<file path="config.mk">
export PLATFORM = sky130hd
export DESIGN_NAME = uart_rx_fifo
export DESIGN_NICKNAME = d
export VERILOG_FILES = /design/src/rtl/uart_pkg.sv /design/src/rtl/uart_fifo_ram.sv /design/src/rtl/uart_rx_fifo.sv
export SDC_FILE = /design/constraint.sdc
export NUM_CORES = 1
export LEC_CHECK = 0
export BUFFER_PORTS_ARGS = -buffer_cell sky130_fd_sc_hd__buf_2
export CAP_MARGIN = 20
export CORE_ASPECT_RATIO = 0.9
export CORE_UTILIZATION = 55
export CTS_CLUSTER_DIAMETER = 40
export DETAILED_ROUTE_END_ITERATION = 10
export PLACE_DENSITY = 0.84
export REMOVE_ABC_BUFFERS = 1
export SYNTH_ARGS = -nofsm -noshare
export SYNTH_HDL_FRONTEND = slang
export SYNTH_SLANG_ARGS = --single-unit
export TNS_END_PERCENT = 50
</file>
<file path="constraint.sdc">
create_clock -name clk -period 3.2 [get_ports clk]
set_clock_uncertainty 0.2 [all_clocks]
set_input_delay 0.48 -clock clk [delete_from_list [all_inputs] [get_ports clk]]
set_output_delay 0.48 -clock clk [all_outputs]
set_load 0.005 [all_outputs]
</file>
<file path="src/rtl/uart_pkg.sv">
// Shared UART constants: FIFO depth default, byte/entry widths, receiver baud ticks.
// Optional feature macro: UART_RX_FIFO_FERR_EN (store framing-error frames with a ferr tag bit).
package uart_pkg;

  localparam int UART_RX_FIFO_DEPTH = 16;
  localparam int UART_DATA_W        = 8;

`ifdef UART_RX_FIFO_FERR_EN
  // Entry carries {ferr, byte} so the host can see which bytes were corrupt.
  localparam int UART_RX_ENTRY_W = UART_DATA_W + 1;
`else
  localparam int UART_RX_ENTRY_W = UART_DATA_W;
`endif

  // Receiver baud timing: full-bit and half-bit (mid-sample) tick counts.
  localparam int UART_BAUD_TICKS      = 10416;
  localparam int UART_BAUD_HALF_TICKS = 5208;

endpackage

</file>
<file path="src/rtl/uart_fifo_ram.sv">
// Register-array storage for the RX FIFO: one synchronous write port,
// one asynchronous read port, contents never reset.
module uart_fifo_ram #(
  parameter int DEPTH = 16,
  parameter int W     = 8,
  localparam int AW   = $clog2(DEPTH)
) (
  input  logic          clk,
  input  logic          we,
  input  logic [AW-1:0] waddr,
  input  logic [W-1:0]  wdata,
  input  logic [AW-1:0] raddr,
  output logic [W-1:0]  rdata
);

  logic [W-1:0] mem_r [DEPTH];

  // Capture the incoming entry at the write address.
  always_ff @(posedge clk) begin
    if (we) begin
      mem_r[waddr] <= wdata;
    end
  end

  assign rdata = mem_r[raddr];

endmodule

</file>
<file path="src/rtl/uart_rx_fifo.sv">
// UART receive byte buffer: captures one-cycle receiver result pulses into a
// first-word-fall-through FIFO with a valid/ready host read port, plus sticky
// overflow and framing-error flags.
// Optional feature macro: UART_RX_FIFO_FERR_EN (error frames are stored and tagged).
module uart_rx_fifo
  import uart_pkg::*;
#(
  parameter int DEPTH = UART_RX_FIFO_DEPTH,
  localparam int AW   = $clog2(DEPTH)
) (
  input  logic                   clk,
  input  logic                   rst,
  input  logic                   rx_done,
  input  logic                   rx_err,
  input  logic [UART_DATA_W-1:0] rx_data,
  input  logic                   rd_ready,
  output logic                   rd_valid,
  output logic [UART_DATA_W-1:0] rd_data,
  output logic                   rd_ferr,
  output logic [AW:0]            count,
  output logic                   full,
  output logic                   overflow,
  output logic                   frame_err,
  input  logic                   clr_flags
);

  // One extra MSB on each pointer distinguishes full from empty.
  logic [AW:0]                  wptr_r;
  logic [AW:0]                  rptr_r;
  logic                         overflow_r;
  logic                         frame_err_r;
  logic                         wr_req_s;
  logic                         pop_s;
  logic                         full_s;
  logic                         empty_s;
  logic                         wr_en_s;
  logic                         ovf_set_s;
  logic [UART_RX_ENTRY_W-1:0]   wr_entry_s;
  logic [UART_RX_ENTRY_W-1:0]   rd_entry_s;

  // Write request and entry formatting; rx_done with rx_err counts as an error frame.
  always_comb begin
`ifdef UART_RX_FIFO_FERR_EN
    wr_req_s   = rx_done | rx_err;
    wr_entry_s = {rx_err, rx_data};
`else
    wr_req_s   = rx_done & ~rx_err;
    wr_entry_s = rx_data;
`endif
  end

  // Occupancy status is derived only from the registered pointers.
  always_comb begin
    empty_s   = (wptr_r == rptr_r);
    full_s    = (wptr_r[AW] != rptr_r[AW]) && (wptr_r[AW-1:0] == rptr_r[AW-1:0]);
    pop_s     = ~empty_s & rd_ready;
    wr_en_s   = wr_req_s & (~full_s | pop_s) & ~rst;
    ovf_set_s = wr_req_s & full_s & ~pop_s;
  end

  uart_fifo_ram #(
    .DEPTH (DEPTH),
    .W     (UART_RX_ENTRY_W)
  ) u_ram (
    .clk   (clk),
    .we    (wr_en_s),
    .waddr (wptr_r[AW-1:0]),
    .wdata (wr_entry_s),
    .raddr (rptr_r[AW-1:0]),
    .rdata (rd_entry_s)
  );

  // Pointer advance; reset discards every entry and any same-cycle write.
  always_ff @(posedge clk) begin
    if (rst) begin
      wptr_r <= {(AW+1){1'b0}};
      rptr_r <= {(AW+1){1'b0}};
    end else begin
      if (wr_en_s) begin
        wptr_r <= wptr_r + (AW+1)'(1);
      end
      if (pop_s) begin
        rptr_r <= rptr_r + (AW+1)'(1);
      end
    end
  end

  // Sticky flags: a set event in the same cycle as clr_flags keeps the flag high.
  always_ff @(posedge clk) begin
    if (rst) begin
      overflow_r  <= 1'b0;
      frame_err_r <= 1'b0;
    end else begin
      if (ovf_set_s) begin
        overflow_r <= 1'b1;
      end else if (clr_flags) begin
        overflow_r <= 1'b0;
      end
      if (rx_err) begin
        frame_err_r <= 1'b1;
      end else if (clr_flags) begin
        frame_err_r <= 1'b0;
      end
    end
  end

  // Host-facing view of the head entry.
  always_comb begin
    rd_data = rd_entry_s[UART_DATA_W-1:0];
`ifdef UART_RX_FIFO_FERR_EN
    rd_ferr = rd_entry_s[UART_DATA_W];
`else
    rd_ferr = 1'b0;
`endif
  end

  assign rd_valid  = ~empty_s;
  assign count     = wptr_r - rptr_r;
  assign full      = full_s;
  assign overflow  = overflow_r;
  assign frame_err = frame_err_r;

endmodule

</file>
==> impl_metrics.csv, run 1 <==
group,metric,value,unit
timing,worst_pin_slew,759,ps
power,seqPwrFrac,0.463,
finish,area_growth,17.4,%
timing,setup_violations,0,
synthesis,async_flop_share,0,
cts,h-tree-depth,4,
synthesis,ys_ff_latch,144,
global_route,grt_max_degree,33,
worst_setup_path,worst-r2r-cell-count,6,
worst_setup_path,arrival,2310,ps
timing,max_freq,335,MHz
timing,period_share,0.933,
die,die_height,99.2,um
synthesis,syn_avg_cell_area,18.3,um^2
route,post-route-drc-count,0,
route,wirelength,11500,um
placement,portBuffers,30,
power,peakVddDrop,0.450,mV
worst_setup_path,rr_startpoint,"wptr_r[2]",
timing,holdWs,109,ps
worst_setup_path,endpoint_kind,"primary output",
cts,post_cts_buffers,0,
worst_setup_path,cp-endpoint,"rd_data[5]",
timing,finalHoldViolations,0,
cts,cts_buffers,17,
finish,final_util,0.665,
synthesis,synth_cell_types,39,
die,num_rows,35,
global_route,grt_pass1_vias,3100,
global_route,antenna_found_initial,0,
run_status,status,"finished clean",
finish,drive_gt1_frac,0.309,
finish,num_antenna_cells,0,
power,power.switching,998,uW
route,drtIter0Drc,241,
synthesis,yosysMostFrequentCell,"edfxtp_1",
placement,place_area,6170,um^2
power,p_comb_frac,0.091,
worst_setup_path,worst_ep_required_time,2520,ps
global_route,globalRouteTotalUtil,0.235,
die,initial_core_util,0.566,
synthesis,ys_seq_area_frac,0.721,
route,vias,3048,
route,ant_nets,0,
die,die_area,10900,um^2
synthesis,ys_warn_count,0,
power,p_clk_frac,0.446,
synthesis,synthFlopType,"edfxtp_1",
placement,dpl.hpwl,7370,um
worst_setup_path,r2r_end,"u_ram.mem_r[11][3]",
power,swShare,0.222,
die,dieWidth,110,um
placement,routabilityCongestion,0.780,
cts,clockBufferDepth,2,
cts,cts_root_buf,"clkbuf_16",
cts,tritoncts,"built",
worst_setup_path,rrSetupSlack,360,ps
route,drt-vias-per-instance,5.96,
worst_setup_path,cp-start-kind,"register",
power,p_int,3510,uW
cts,cts_resized,0,
flow_run,max-cap-violations,0,
cts,cts_hold_buf,0,
worst_hold_path,worstHoldPathType,"in2reg",
cts,path_clk_slew,60,ps
cts,clock-sinks,144,
worst_setup_path,critical_path_class,"reg2out",
timing,slew-limit-headroom,0.493,
synthesis,synth_common_cells,"edfxtp_1, mux4_2, nor2_1",
worst_hold_path,min_from,"rx_err",
die,ios,32,
die,coreArea,10200,um^2
global_route,grt-ovfl-total,0,
synthesis,syn_inst,315,
global_route,grt_pass1_wl,17500,um
power,power.density,664,nW/um^2
synthesis,synth_top_area_cell,"edfxtp_1",
worst_setup_path,cp_max_fo,12,
timing,final.min_clock_period,2990,ps
timing,fin_tns_setup,0,ps
synthesis,synthTopCellsByArea,"edfxtp_1, mux4_2, dfxtp_1",
power,p_leak,0.00229,uW
cts,insertion_delay,410,ps
synthesis,synth_edf_count,128,
route,routedWlPerCell,22.6,um
finish,finalInstanceArea,6780,um^2
synthesis,synth_top_area_frac,0.666,
finish,final_nets,394,
route,dr.pass1.iters,5,
timing,drv_slew,0,
synthesis,netlist_area,5770,um^2
timing,grt_setup_unrepaired,"false",
## sequential cells by signal (all words and copies together) (netlist names), named ones only
| register | flops |
|---|---|
| u_ram.mem_r | 128 |
| rptr_r | 5 |
| wptr_r | 5 |
| frame_err | 1 |
| overflow | 1 |
## placed cells by master, fill, tap and decap left out, types with 4 or more instances in the layout
cell and count:
dfxtp_1 15, ha_1 9, inv_6 4, nor2_1 19, buf_2 30, clkbuf_16 17
a22oi_1 16, xnor2_1 6, a21oi_1 7, edfxtp_1 128, nand2_1 13, inv_1 11
mux4_2 32, buf_4 19, nor3_1 4
## layer usage
| metal | GRT usage | wire length (um) | vias up |
|---|---|---|---|
| li1 | - | - | 1369 |
| met1 | 0.319 | 4930 | 1537 |
| met2 | 0.367 | 5680 | 125 |
| met3 | 0.0675 | 731 | 17 |
| met4 | 0.0769 | 199 | 0 |
| met5 | 0 | 0 | - |
## layout make-up
class | instances | area (um^2)
clock buffer | 17 | 425
clock inverter | 14 | 181
fill | 674 | 3420
inverter | 11 | 41.3
multi-input combinational | 146 | 1490
sequential | 144 | 4170
tap | 129 | 161
timing repair buffer | 50 | 313
## power groups by stage
stage | combinational (uW) | sequential [uW] | clock (uW)
6_report | 408 | 2090 | 2010
2_1_floorplan | 227 | 2150 | 0
3_3_place_gp | 398 | 2130 | 0
4_1_cts | 416 | 2090 | 2030
5_1_grt | 443 | 2090 | 2120
3_5_place_dp | 410 | 2130 | 0
## cell families after synthesis
group	after synthesis	share of synthesized area
compound gates	34	0.0425
fa+ha+maj	10	0.0230
simple gates	57	0.0477
other cells	1	0.000649
mux	34	0.128
flops	144	0.721
xor+xnor	10	0.0165
buf+inv	25	0.0204
## worst max-delay path: stages, from the launching register on
cell	delay, ps
dfxtp_2	580
buf_4	310
mux4_2	530
a22oi_1	230
nand2_1	100
buf_2	140
## how the worst min path moves through the flow
stage | cells after the start | endpoint | slack, ps
final | 3 | frame_err | 110
after global routing | 3 | frame_err | 110
after floorplan | 2 | frame_err | 280
after CTS | 3 | frame_err | 90
after global placement | 2 | frame_err | 270
after detailed placement | 2 | frame_err | 270
## stage by stage
| step | instances | total power, uW | setup slack [ps] |
|---|---|---|---|
| floorplan | 301 | 2380 | 170 |
| global placement | 480 | 2530 | 451 |
| detailed placement | 480 | 2540 | 415 |
| CTS | 511 | 4540 | 163 |
| global route | 511 | 4650 | 60.1 |
| finish | 511 | 4500 | 215 |
No activity file was read; power rests on OpenSTA's default activity.
==> run 2: changes to the inputs <==
--- a/config.mk
+++ b/config.mk
@@ -5,6 +5,7 @@
 export SDC_FILE = /design/constraint.sdc
 export NUM_CORES = 1
 export LEC_CHECK = 0
+export ABC_AREA = 1
 export BUFFER_PORTS_ARGS = -buffer_cell sky130_fd_sc_hd__buf_2
 export CAP_MARGIN = 20
 export CORE_ASPECT_RATIO = 0.9
==> run 2 against run 1 <==
Effect of this change:
- final area grew 5.4%
- worst setup slack gained 37 ps
- clock power grew 6%
- synthesized cell count grew 74%
- global-route usage grew 1.8 points
- sequential share of layout area shrank 3.1 points
- critical path type unchanged
==> impl_metrics.csv, run 2 <==
group,metric,value,unit
run_status,status,"finished clean",
die,num_rows,36,
power,swShare,0.244,
finish,drive_gt1_frac,0.158,
power,power.density,677,nW/um^2
synthesis,synth_cell_types,29,
timing,grt_setup_unrepaired,"false",
placement,dpl.hpwl,8770,um
synthesis,synth_top_area_cell,"edfxtp_1",
finish,largest_register_ffs,128,
finish,top_register,"u_ram.mem_r",
route,drtIter0Drc,427,
finish,final_util,0.653,
worst_setup_path,cp-start-kind,"register",
timing,max_freq,339,MHz
timing,period_share,0.921,
finish,area_growth,14.3,%
power,total_power,4840,uW
timing,setup_violations,0,
worst_setup_path,arrival,2270,ps
synthesis,synthTopCellsByArea,"edfxtp_1, dfxtp_1, inv_1",
route,wirelength,13900,um
cts,cts_hold_buf,0,
synthesis,syn_avg_cell_area,11.4,um^2
timing,slew-limit-headroom,0.540,
cts,post_cts_buffers,0,
synthesis,async_flop_share,0,
cts,insertion_delay,420,ps
die,coreArea,10900,um^2
cts,tritoncts,"built",
synthesis,synthFlopType,"edfxtp_1",
global_route,grt_pass1_wl,21600,um
global_route,antenna_found_initial,0,
global_route,grt_pass1_vias,4043,
timing,worst_pin_slew,688,ps
placement,routabilityCongestion,0.940,
worst_hold_path,worstHoldPathType,"in2reg",
die,dieWidth,114,um
route,dr.pass1.iters,7,
worst_setup_path,rr_startpoint,"rptr_r[2]",
power,p_leak,0.00266,uW
cts,cts_buffers,17,
synthesis,netlist_area,6260,um^2
finish,layout_common_cells,"edfxtp_1, inv_1, nand2_1, nand3_1, a21oi_1",
cts,path_clk_slew,60,ps
worst_setup_path,cp_max_fo,52,
finish,final_common_cell,"edfxtp_1",
synthesis,synth_edf_count,128,
cts,cts_resized,0,
cts,cts_root_buf,"clkbuf_16",
timing,finalHoldViolations,0,
power,p_int,3660,uW
synthesis,synth_common_cells,"edfxtp_1, inv_1, nand2_1",
timing,drv_slew,0,
power,peakVddDrop,0.565,mV
power,power.switching,1180,uW
die,ios,32,
route,drt-vias-per-instance,5.65,
flow_run,max-cap-violations,0,
global_route,globalRouteTotalUtil,0.253,
route,ant_nets,0,
cts,clockBufferDepth,2,
global_route,grt-ovfl-total,0,
power,p_clk_frac,0.443,
worst_hold_path,min_from,"rx_err",
route,vias,4184,
worst_setup_path,endpoint_kind,"primary output",
timing,final.min_clock_period,2950,ps
placement,portBuffers,30,
finish,num_antenna_cells,0,
synthesis,ys_warn_count,0,
finish,reg_top3,"u_ram.mem_r: 128 flops, rptr_r: 5 flops, wptr_r: 5 flops",
global_route,grt_max_degree,53,
route,routedWlPerCell,18.8,um
synthesis,yosysMostFrequentCell,"edfxtp_1",
worst_setup_path,critical_path_class,"reg2out",
route,post-route-drc-count,0,
finish,final_nets,599,
power,seqPwrFrac,0.440,
die,initial_core_util,0.572,
worst_setup_path,worst_ep_required_time,2520,ps
cts,clock-sinks,144,
synthesis,ys_ff_latch,144,
synthesis,ys_seq_area_frac,0.666,
synthesis,synth_top_area_frac,0.614,
die,die_area,11800,um^2
power,p_comb_frac,0.117,
die,die_height,103,um
synthesis,syn_inst,548,
cts,h-tree-depth,4,
## run 2: stage by stage
stage	std cells	worst slack, ps	setup TNS, ps	instance area [um^2]	hold WS, ps
finish	740	251	0	7150	104
floorplan	521	-384	-3070	6100	251
global placement	708	753	0	6510	253
detailed placement	708	623	0	6510	262
CTS	740	283	0	7150	112
global route	740	123	0	7150	128
## run 2: final timing paths
path | end | slack (ps) | cells after the start
max | rd_data[4] | 250 | 7
min | frame_err | 100 | 3
max reg2reg | u_ram.mem_r[2][7] | 590 | 9
min reg2reg | overflow | 270 | 2
## run 2: power by group through the flow
| stage | logic [uW] | registers [uW] | clock network [uW] |
|---|---|---|---|
| 2_1_floorplan | 290 | 2200 | 0 |
| 3_3_place_gp | 534 | 2170 | 0 |
| 3_5_place_dp | 550 | 2170 | 0 |
| 4_1_cts | 563 | 2130 | 2140 |
| 5_1_grt | 628 | 2140 | 2220 |
| 6_report | 569 | 2130 | 2140 |
## run 2: cell families after synthesis
family | count (synthesis) | synth area share
simple gates | 165 | 0.119
flops | 144 | 0.666
buf+inv | 113 | 0.0772
compound gates | 109 | 0.108
fa+ha+maj | 10 | 0.0212
xor+xnor | 6 | 0.00840
other cells | 1 | 0.000599
## run 2: area by class of cell
cell class / count / area, um^2
Clock buffer: 19 / 433
Timing Repair Buffer: 35 / 213
Inverter: 86 / 325
Tap cell: 152 / 190
Clock inverter: 13 / 209
Multi-Input combinational cell: 291 / 1610
Fill cell: 745 / 3800
Sequential cell: 144 / 4170
## run 2: metal layers
| metal | global-route usage | up-vias | part of all wire |
|---|---|---|---|
| met5 | 0 | - | 0 |
| met4 | 0.0999 | 0 | 0.023 |
| met3 | 0.0647 | 35 | 0.090 |
| met2 | 0.411 | 246 | 0.48 |
| met1 | 0.331 | 1956 | 0.41 |
| li1 | - | 1947 | - |
## run 2: worst max-delay path, stage by stage, from the launching register on
cell and delay (ps):
dfxtp_4 710, buf_4 370, nand2_1 90, o211ai_1 130
nand3_1 170, nand3_1 120, nand2_1 90, buf_2 140
==> run 3: changes to the inputs <==
==> constraint.sdc (replaced) <==
create_clock -name clk -period 3.2 [get_ports clk]
set_clock_uncertainty 0.2 [all_clocks]
set_input_delay 0.16 -clock clk [delete_from_list [all_inputs] [get_ports clk]]
set_output_delay 0.16 -clock clk [all_outputs]
set_load 0.005 [all_outputs]
==> run 3 against run 2 <==
Effect of this change:
- utilization rose by 0.98 points
- clock-buffer cell count is 1 higher
- largest cell class unchanged
- largest power group unchanged
- combinational power up 2%
- via count rose by 1.0%
- first-iteration DRC count grew 18%
- register-to-register slack got worse by 30 ps
- final area is 1.5% higher
- worst setup slack improved by 310 ps
- highest routed layer unchanged
- critical path depth rose by 2
==> impl_metrics.csv, run 3 (synthesis gave the netlist of run 2 again) <==
group,metric,value,unit
finish,area_growth,16.0,%
die,ios,32,
global_route,globalRouteTotalUtil,0.258,
finish,layout_common_cells,"edfxtp_1, inv_1, nand2_1, nand3_1, a21oi_1",
die,coreArea,10900,um^2
finish,final_nets,611,
flow_run,max-cap-violations,0,
finish,reg_top3,"u_ram.mem_r: 128 flops, rptr_r: 5 flops, wptr_r: 5 flops",
finish,largest_register_ffs,128,
timing,finalHoldViolations,0,
worst_setup_path,worst-r2r-cell-count,9,
global_route,grt-ovfl-total,0,
cts,tritoncts,"built",
power,p_comb_frac,0.120,
cts,cts_buffers,17,
worst_setup_path,cp-start-kind,"register",
timing,fin_tns_setup,0,ps
timing,final.min_clock_period,2640,ps
route,post-route-drc-count,0,
finish,finalInstanceArea,7260,um^2
route,drtIter0Drc,504,
global_route,antenna_found_initial,0,
die,die_height,103,um
finish,drive_gt1_frac,0.152,
finish,fillers,771,
route,vias,4226,
die,num_rows,36,
timing,grt_setup_unrepaired,"false",
cts,clockBufferDepth,2,
placement,place_area,6480,um^2
cts,path_clk_slew,60,ps
timing,slew-limit-headroom,0.519,
placement,portBuffers,30,
power,power.density,665,nW/um^2
cts,clock-sinks,144,
timing,max_freq,379,MHz
finish,num_antenna_cells,0,
power,p_leak,0.00272,uW
power,swShare,0.239,
finish,top_register,"u_ram.mem_r",
timing,holdWs,19.7,ps
placement,routabilityCongestion,0.944,
die,die_area,11800,um^2
timing,drv_slew,0,
die,dieWidth,114,um
power,p_clk_frac,0.441,
timing,setup_violations,0,
finish,final_common_cell,"edfxtp_1",
cts,insertion_delay,420,ps
placement,dpl.hpwl,8630,um
worst_setup_path,worst_ep_required_time,3050,ps
die,initial_core_util,0.572,
power,peakVddDrop,0.445,mV
power,p_int,3670,uW
cts,post_cts_buffers,0,
route,ant_nets,0,
finish,final_util,0.663,
route,routedWlPerCell,18.8,um
worst_hold_path,worstHoldPathType,"in2reg",
power,power.switching,1150,uW
worst_setup_path,arrival,2490,ps
timing,period_share,0.825,
power,seqPwrFrac,0.439,
route,wirelength,14100,um
worst_hold_path,hold_depth,1,
run_status,status,"finished clean",
route,dr.pass1.iters,6,
global_route,grt_max_degree,65,
timing,worst_pin_slew,721,ps
cts,cts_root_buf,"clkbuf_16",
worst_setup_path,endpoint_kind,"register",
route,drt-vias-per-instance,5.62,
global_route,grt_pass1_wl,21500,um
worst_setup_path,cp_max_fo,8,
global_route,grt_pass1_vias,4039,
worst_setup_path,critical_path_class,"reg2reg",
cts,h-tree-depth,4,
-- run 3: changes by cell type in the layout (fill, tap and decap cells not counted) --
| cell | change |
|---|---|
| dlygate4sd3_1 | +14 |
| clkinv_2 | +3 |
| inv_6 | -2 |
| buf_12 | -1 |
| buf_4 | -1 |
| clkbuf_8 | +1 |
| clkinv_4 | -1 |
| clkinvlp_4 | -1 |
-- run 3: area by class of cell --
type / instances / area, um^2 / area share
Clock inverter: 12 / 190 / 0.0262
Timing Repair Buffer: 47 / 325 / 0.0448
Sequential cell: 144 / 4170 / 0.575
Inverter: 86 / 325 / 0.0448
Clock buffer: 20 / 447 / 0.0616
Multi-Input combinational cell: 291 / 1610 / 0.222
Tap cell: 152 / 190 / 0.0262
-- run 3: layer usage --
layer / global-route usage / part of all wire / vias to the layer above
li1: - / - / 1967
met1: 0.340 / 0.40 / 1985
met2: 0.400 / 0.47 / 238
met3: 0.0787 / 0.097 / 36
met4: 0.113 / 0.025 / 0
met5: 0 / 0 / -
-- run 3: worst paths after layout --
kind	startpoint	endpoint	slack, ps
worst min-delay path	rx_data[6]	u_ram.mem_r[9][6]	20
worst min register to register	rptr_r[4]	rptr_r[4]	300
worst max register to register	rptr_r[2]	u_ram.mem_r[4][1]	560
worst max-delay path	rptr_r[2]	u_ram.mem_r[4][1]	560
-- run 3: worst max-delay path: stages, from the launching register on --
cell and delay, ps:
dfxtp_1 410, inv_1 80, ha_1 370, nand2_2 120, nor2_4 50, nand3_2 130
nand3_2 110, inv_2 120, nand2_2 120, nor2_1 560
-- run 3: per-stage QoR --
stage / std cells / total power [uW] / worst slack [ps]
3_5_place_dp: 706 / 2700 / 595
4_1_cts: 752 / 4820 / 564
5_1_grt: 752 / 4970 / 441
2_1_floorplan: 521 / 2490 / -64.5
6_report: 752 / 4820 / 560
3_3_place_gp: 706 / 2690 / 726
-- run 3: what timing repair did --
item,4_1_cts,5_1_grt
hold buffers,14,0
endpoints found under the hold margin,85,0
resized for setup,0,0
setup endpoints to repair,0,0
-- run 3: power by group through the flow --
stage                     Combinational [uW]  Sequential [uW]  Clock (uW)
final                                    579             2120        2130
after global routing                     632             2120        2210
after CTS                                571             2120        2130
after detailed placement                 546             2150           0
after global placement                   539             2150           0
after floorplan                          290             2200           0
